$ cat src/rtl/mem_arbiter_if.sv
// mem_arbiter_if: request, completion and RAM-side signals of the instruction/data memory arbiter
interface mem_arbiter_if;
  logic        iREN;
  logic [31:0] iaddr;
  logic        iwait;
  logic [31:0] iload;
  logic        dREN;
  logic        dWEN;
  logic [31:0] daddr;
  logic [31:0] dstore;
  logic        dwait;
  logic [31:0] dload;
  logic        ramREN;
  logic        ramWEN;
  logic [31:0] ramaddr;
  logic [31:0] ramstore;
  logic [31:0] ramload;
  logic [1:0]  ramstate;
  logic [1:0]  arb_state;
  modport slave (
    input  iREN, iaddr, dREN, dWEN, daddr, dstore, ramload, ramstate,
    output iwait, iload, dwait, dload, ramREN, ramWEN, ramaddr, ramstore, arb_state
  );
  modport master (
    output iREN, iaddr, dREN, dWEN, daddr, dstore, ramload, ramstate,
    input  iwait, iload, dwait, dload, ramREN, ramWEN, ramaddr, ramstore, arb_state
  );
endinterface

$ cat src/rtl/mem_arbiter.sv
// mem_arbiter: data-first arbiter of one RAM between fetch and data paths; ARB_STARVE_GUARD_EN enables the fetch starvation guard
module mem_arbiter #(
  parameter int STARVE_LIMIT = 4
) (
  input logic          CLK,
  input logic          nRST,
  mem_arbiter_if.slave bus
);
  typedef enum logic [1:0] {IDLE = 2'd0, IFETCH = 2'd1, DLOAD = 2'd2, DSTORE = 2'd3} state_t;
  state_t      state_q, state_d;
  logic [3:0]  cnt_q, cnt_d;
  logic [31:0] ramaddr_q, ramaddr_d, ramstore_q, ramstore_d;
  logic        access, req, i_pri;
  assign access = bus.ramstate == 2'd2;
  assign req = state_q == IFETCH ? bus.iREN : state_q == DLOAD ? bus.dREN : bus.dWEN;
`ifdef ARB_STARVE_GUARD_EN
  assign i_pri = bus.iREN && cnt_q >= 4'(STARVE_LIMIT);
`else
  assign i_pri = 1'b0;
`endif
  // Grant selection in IDLE, release on completion or abort, capture of the winner's address/data
  always_comb begin
    state_d    = state_q;
    ramaddr_d  = ramaddr_q;
    ramstore_d = ramstore_q;
    if (state_q == IDLE) begin
      state_d    = i_pri ? IFETCH : bus.dWEN ? DSTORE : bus.dREN ? DLOAD : bus.iREN ? IFETCH : IDLE;
      ramaddr_d  = state_d == IFETCH ? bus.iaddr : state_d == IDLE ? ramaddr_q : bus.daddr;
      ramstore_d = state_d == DSTORE ? bus.dstore : ramstore_q;
    end else begin
      state_d = (access || !req) ? IDLE : state_q;
    end
    cnt_d = (!bus.iREN || (state_q == IFETCH && access)) ? 4'd0 :
            (state_q != IFETCH && cnt_q != 4'd15) ? cnt_q + 4'd1 : cnt_q;
  end
  // State, starvation counter and held RAM address/data
  always_ff @(posedge CLK or negedge nRST) begin
    if (!nRST) begin
      state_q    <= IDLE;
      cnt_q      <= 4'd0;
      ramaddr_q  <= 32'd0;
      ramstore_q <= 32'd0;
    end else begin
      state_q    <= state_d;
      cnt_q      <= cnt_d;
      ramaddr_q  <= ramaddr_d;
      ramstore_q <= ramstore_d;
    end
  end
  assign bus.arb_state = state_q;
  assign bus.ramREN    = state_q == IFETCH || state_q == DLOAD;
  assign bus.ramWEN    = state_q == DSTORE;
  assign bus.ramaddr   = ramaddr_q;
  assign bus.ramstore  = ramstore_q;
  assign bus.iwait     = !(state_q == IFETCH && access);
  assign bus.dwait     = !((state_q == DLOAD || state_q == DSTORE) && access);
  assign bus.iload     = bus.ramload;
  assign bus.dload     = bus.ramload;
endmodule

$ cat src/flat_wrapper.sv
// flat-port wrapper written by rule: the top's interface ports become plain ports
module mem_arbiter_flat 
#(
  parameter int STARVE_LIMIT = 4
)
  (CLK, nRST, bus_iREN, bus_iaddr, bus_dREN, bus_dWEN, bus_daddr, bus_dstore, bus_ramload, bus_ramstate, bus_iwait, bus_iload, bus_dwait, bus_dload, bus_ramREN, bus_ramWEN, bus_ramaddr, bus_ramstore, bus_arb_state);
  mem_arbiter_if bus_i ();
  input logic CLK;
  input logic nRST;
  input wire logic [$bits(bus_i.iREN)-1:0] bus_iREN;
  input wire logic [$bits(bus_i.iaddr)-1:0] bus_iaddr;
  input wire logic [$bits(bus_i.dREN)-1:0] bus_dREN;
  input wire logic [$bits(bus_i.dWEN)-1:0] bus_dWEN;
  input wire logic [$bits(bus_i.daddr)-1:0] bus_daddr;
  input wire logic [$bits(bus_i.dstore)-1:0] bus_dstore;
  input wire logic [$bits(bus_i.ramload)-1:0] bus_ramload;
  input wire logic [$bits(bus_i.ramstate)-1:0] bus_ramstate;
  output wire logic [$bits(bus_i.iwait)-1:0] bus_iwait;
  output wire logic [$bits(bus_i.iload)-1:0] bus_iload;
  output wire logic [$bits(bus_i.dwait)-1:0] bus_dwait;
  output wire logic [$bits(bus_i.dload)-1:0] bus_dload;
  output wire logic [$bits(bus_i.ramREN)-1:0] bus_ramREN;
  output wire logic [$bits(bus_i.ramWEN)-1:0] bus_ramWEN;
  output wire logic [$bits(bus_i.ramaddr)-1:0] bus_ramaddr;
  output wire logic [$bits(bus_i.ramstore)-1:0] bus_ramstore;
  output wire logic [$bits(bus_i.arb_state)-1:0] bus_arb_state;
  assign bus_i.iREN = bus_iREN;
  assign bus_i.iaddr = bus_iaddr;
  assign bus_i.dREN = bus_dREN;
  assign bus_i.dWEN = bus_dWEN;
  assign bus_i.daddr = bus_daddr;
  assign bus_i.dstore = bus_dstore;
  assign bus_i.ramload = bus_ramload;
  assign bus_i.ramstate = bus_ramstate;
  assign bus_iwait = bus_i.iwait;
  assign bus_iload = bus_i.iload;
  assign bus_dwait = bus_i.dwait;
  assign bus_dload = bus_i.dload;
  assign bus_ramREN = bus_i.ramREN;
  assign bus_ramWEN = bus_i.ramWEN;
  assign bus_ramaddr = bus_i.ramaddr;
  assign bus_ramstore = bus_i.ramstore;
  assign bus_arb_state = bus_i.arb_state;
  mem_arbiter #(.STARVE_LIMIT(STARVE_LIMIT)) u_core (.CLK(CLK), .nRST(nRST), .bus(bus_i));
endmodule
$ cat config.mk
export PLATFORM = sky130hd
export DESIGN_NAME = mem_arbiter_flat
export DESIGN_NICKNAME = d
export VERILOG_FILES = /design/src/rtl/mem_arbiter_if.sv /design/src/rtl/mem_arbiter.sv /design/src/flat_wrapper.sv
export SDC_FILE = /design/constraint.sdc
export NUM_CORES = 1
export LEC_CHECK = 0
export CAP_MARGIN = 20
export CORE_MARGIN = 4
export CORE_UTILIZATION = 29
export CTS_CLUSTER_SIZE = 40
export DETAILED_ROUTE_END_ITERATION = 6
export GPL_TIMING_DRIVEN = 0
export PLACE_DENSITY = 0.75
export SETUP_SLACK_MARGIN = 0.5
export SLEW_MARGIN = 0
export SYNTH_ARGS = -nofsm -noshare
export SYNTH_HDL_FRONTEND = slang
export SYNTH_SLANG_ARGS = --single-unit
$ cat constraint.sdc
create_clock -name CLK -period 1.35 [get_ports CLK]
set_input_delay 0.2025 -clock CLK [delete_from_list [all_inputs] [get_ports CLK]]
set_output_delay 0.2025 -clock CLK [all_outputs]
set_load 0.02 [all_outputs]
==> results by stage <==
Logic synthesis:
- The post-synthesis instance area is 3188 sq um.
- Counting every net in the synthesized netlist gives 433.
- Measured against the total synthesized area, the mux share comes to 11.30%.
- Summing the sequential cell areas from Yosys gives 51.81% of the chip area.
- In the synthesized netlist the dominant register cell turns out to be sky130_fd_sc_hd__dfrtp_1.
- The number of warning messages in the yosys log is 0.
- The number of enable flip-flop cells after synthesis is 0.
- Summing the areas of all and, or, nand and nor instances in the mapped netlist gives 9.341% of the synthesized area.
- By count the netlist is led by sky130_fd_sc_hd__buf_4 (67), sky130_fd_sc_hd__dfrtp_1 (66), sky130_fd_sc_hd__nor2_1 (64), sky130_fd_sc_hd__mux2_2 (32), sky130_fd_sc_hd__o22ai_1 (32).
- Summing the areas of all compound-gate instances in the mapped netlist gives 7.810% of the synthesized area.
- The count of distinct cell types in the synthesized netlist is 18.
- The post-synthesis sequential element count is 66.
- By area the synthesized netlist is led by sky130_fd_sc_hd__dfrtp_1 (52%), sky130_fd_sc_hd__buf_4 (16%), sky130_fd_sc_hd__mux2_2 (11%).
- After Yosys synthesis, full adders, half adders and majority gates account for 1.570% of the synthesized area.
- A synthesized cell averages 10.84 sq um.
- The synthesized-area fraction occupied by xor and xnor cells is 0%.
- The cell type contributing the most total cell area after synthesis is sky130_fd_sc_hd__dfrtp_1.
- By area, the combinational part of the netlist is dominated by buffers and inverters.
- Yosys instantiated no cell more often than sky130_fd_sc_hd__buf_4.
- Synthesis produced 294 cells.
- The proportion of synthesized flip-flops having asynchronous set or reset is 100.0%.
- Of the post-synthesis cell area, the dominant cell type holds 51.81%.

Critical path:
- The count of buffer and inverter cells on the critical path is 3.
- The slowest stage of the critical path belongs to the cell sky130_fd_sc_hd__dfrtp_2.
- The category of cells accounting for the largest share of critical-path delay is flip-flops.
- The worst register-to-register path ends at u_core.bus.ramaddr[22].
- In this run the worst path has a maximum fanout of 10.
- The number of cells on the worst reg-to-reg path is 7.
- For flop-to-flop paths, the worst setup slack is -0.15 ns.
- In this run the critical register-to-register path is launched from u_core.bus.arb_state[1].
- The data arrival time of the worst path is 1.73 ns.
- The type of origin of the critical path is a register.
- Traced cell by cell, the critical path runs through inv_4 -> ha_4 -> nand4bb_1 -> buf_6 -> buf_8 -> o22ai_2 -> nor2_1.
- The critical path class is reg -> reg.
- Data on the critical path is required at its endpoint by 1.57 ns.
- The largest incremental delay on the critical path is 0.47 ns.
- The endpoint type of the worst setup path is a register.

Hold path:
- The path class of the tightest hold or removal check is in -> async.

Cells and area:
- The final layout contains 733 nets.
- The synthesis-to-finish area growth is 115.4%.
- The finished cells cover 6867 sq um.
- The sequential cells in the finished layout cover a total of 1654 sq um.
- The number of antenna diodes in the final layout is 0.
- The number of fillers in the final layout is 843.
- The finished layout holds 739 standard cells, fillers aside.
- The fraction of final layout cells sized beyond drive strength 1 is 49.25%.
- Cells fill 63.62% of the core in the end.
- Summing all multi-input logic gate instances after layout gives 1370 sq um.

Timing:
- The hold violation count in the final report is 52.
- The count of endpoints failing setup in the final report is 68.
- On the final layout, the worst hold slack is -0.07671 ns.
- The relative slew slack is 44.30%.
- The clock skew is 0.01559 ns.
- The worst path in the final design needs a cycle of 1.503 ns, including I/O delays and setup.
- Setup repair after global routing could not meet its margin everywhere.
- Of the available clock period, the critical path in the final layout requires 111.4%.
- Once routing completed, OpenROAD measured the worst setup slack at -0.1533 ns.
- At the pin with the least slew margin, the transition time is 0.8354 ns.
- Static timing analysis puts the maximum clock frequency at 665.2 MHz.
- The number of max-slew violations in the final report is 0.

Outcome:
- The flow ran to the end, but the final reports show violations.
- The final reports fail on negative hold slack, negative setup slack.

Place:
- After detailed placement, the total cell area comes to 5909 sq um.
- The detailed placement HPWL is 8.529 mm.
- The number of placed instances, taps included is 670.
- The global placement routability congestion is 0.8047.
- Port buffering added 236 buffers.

Clock network:
- The clock latency of the later-clocked register in the worst-skew pair is 0.34 ns.
- In this run, CTS created clock tree buffers numbering 9.
- The cell sitting at the root of the clock tree is a sky130_fd_sc_hd__clkbuf_8.
- Counting every sink on the clock net gives 66.
- The TritonCTS clock tree is built.
- The H-tree was split into 3 levels.
- Clock-pin slew was measured on the worst setup and hold paths at 0.08 ns.
- In this run the deepest clock path goes through 2 buffers.

Power and ir drop:
- The worst-case IR drop observed on VDD is 0.001123 V.
- The total leakage power is 3.252 nW.
- The total power draw is 14.45 mW.
- The power per cell area is 2104 nW/um^2.

Routing:
- Before antenna repair, the detailed router went through 4 iterations.
- The count of nets left with antenna violations once routing finished came out at 0.
- After detailed routing, no signal wire sits above met4.
- The average wire per cell in the routed design is 15.90 um.
- The post-detailed-routing wire length is 11.75 mm.
- In the detailed route, the total length drawn on met3 is 1.230 mm.
- The detail-routed via count per cell is 4.391.
- For this run, design rule violations remaining after detail routing come to 0.
- The detailed route wirelength on metal2 is 5.930 mm.
- The total number of vias is 3,245.
- The initial detailed-routing violation count is 104.
- The routed length on met1 is 4.350 mm.

Floorplanning:
- For this configuration, the core starts out at a cell density of 29.54%.
- The vertical extent of the die is 112.9 um.
- From left edge to right edge, the die measures 112.9 um.
- The die covers 12,740 sq um.
- The number of core rows is 38.
- The area of the core is 10,790 sq um.
- Pin placement for this block handled 269 I/O pins.

GRT:
- The remaining global-route overflow is 0.
- The first global-routing pass estimated 17.87 mm of wire.
- The total global routing track utilization is 17.63%.
- Entering global routing, the biggest net connects 67 pins.
- The initial antenna violation count is 0.
- The number of global-route vias before repair is 3,586.

Flow run:
- Across the run, the number of max-cap violations was 0.
layout by cell type, fill, tap and decap left out, types with 5 or more instances in the layout:
cell                              netlist  routed
sky130_fd_sc_hd__buf_4                 67     119
sky130_fd_sc_hd__clkdlybuf4s50_1        0     101
sky130_fd_sc_hd__buf_6                  3      76
sky130_fd_sc_hd__dlygate4sd2_1          0      64
sky130_fd_sc_hd__dfrtp_1               66      64
sky130_fd_sc_hd__nor2_1                64      63
sky130_fd_sc_hd__mux2_4                 0      29
sky130_fd_sc_hd__o22ai_2                0      28
sky130_fd_sc_hd__clkbuf_8               0       9
sky130_fd_sc_hd__buf_12                 0       5
power by group:
group | total [mW] | internal, mW | switching (mW)
Combinational | 8.87 | 5.07 | 3.80
Clock | 1.83 | 1.05 | 0.786
Sequential | 3.75 | 2.99 | 0.757
Total | 14.5 | 9.11 | 5.34
timing repair:
action / CTS / global route
setup buffers: 30 / 23
hold endpoints to repair: 52 / 0
setup endpoints to repair: 200 / 136
gates resized for setup: 525 / 20
pin swaps: 1 / 2
per-layer routing:
layer	global-route usage, %	up-vias
met3	6.738	19
met5	0	-
met1	19.66	1514
met4	5.208	0
met2	31.20	186
li1	-	1526
area by class of cell:
| type | count | area share, % |
|---|---|---|
| Tap cell | 140 | 2.551 |
| Timing Repair Buffer | 289 | 40.22 |
| Multi-Input combinational cell | 149 | 19.95 |
| Clock inverter | 6 | 1.330 |
| Buffer | 77 | 9.821 |
| Clock buffer | 10 | 1.859 |
| Sequential cell | 66 | 24.09 |
| Inverter | 2 | 0.1822 |
kinds of logic (layout without fill, tap and decap cells):
group,count (synthesis),count (layout)
buffers and inverters,79,384
AND/OR/NAND/NOR,74,74
flip-flops,66,66
AO/OA/AOI/OAI,39,39
multiplexers,32,32
adder cells (fa/ha/maj),4,4
worst max path at each step:
| stage | startpoint | to | slack [ns] | cells past startpoint |
|---|---|---|---|---|
| after floorplan | u_core.bus.arb_state[1] | u_core.bus.ramaddr[1] | -0.04 | 7 |
| after global placement | nRST | u_core.bus.arb_state[0] | -2.35 | 1 |
| after detailed placement | bus_dWEN | u_core.bus.ramaddr[5] | -0.54 | 5 |
| after CTS | u_core.bus.arb_state[0] | bus_iwait | -0.15 | 4 |
| after global routing | u_core.bus.arb_state[1] | u_core.bus.ramaddr[22] | -0.22 | 7 |
| final | u_core.bus.arb_state[1] | u_core.bus.ramaddr[22] | -0.15 | 7 |
stage by stage:
| stage | hold slack [ns] | setup slack [ns] | setup TNS (ns) |
|---|---|---|---|
| floorplan | -0.09309 | -0.04153 | -1.662 |
| global placement | 0.4874 | -2.349 | -161.08 |
| finish | -0.07671 | -0.1533 | -6.987 |
| CTS | -0.01693 | -0.1458 | -7.185 |
| detailed placement | 0.3333 | -0.5414 | -23.89 |
| global route | 0.02901 | -0.2154 | -11.07 |
flip-flops by register name, indices dropped and copies added (netlist names):
register,flops
u_core.bus.ramaddr,32
u_core.bus.arb_state,2
u_core.bus.ramstore,32
(Power assumes the default switching activity.)
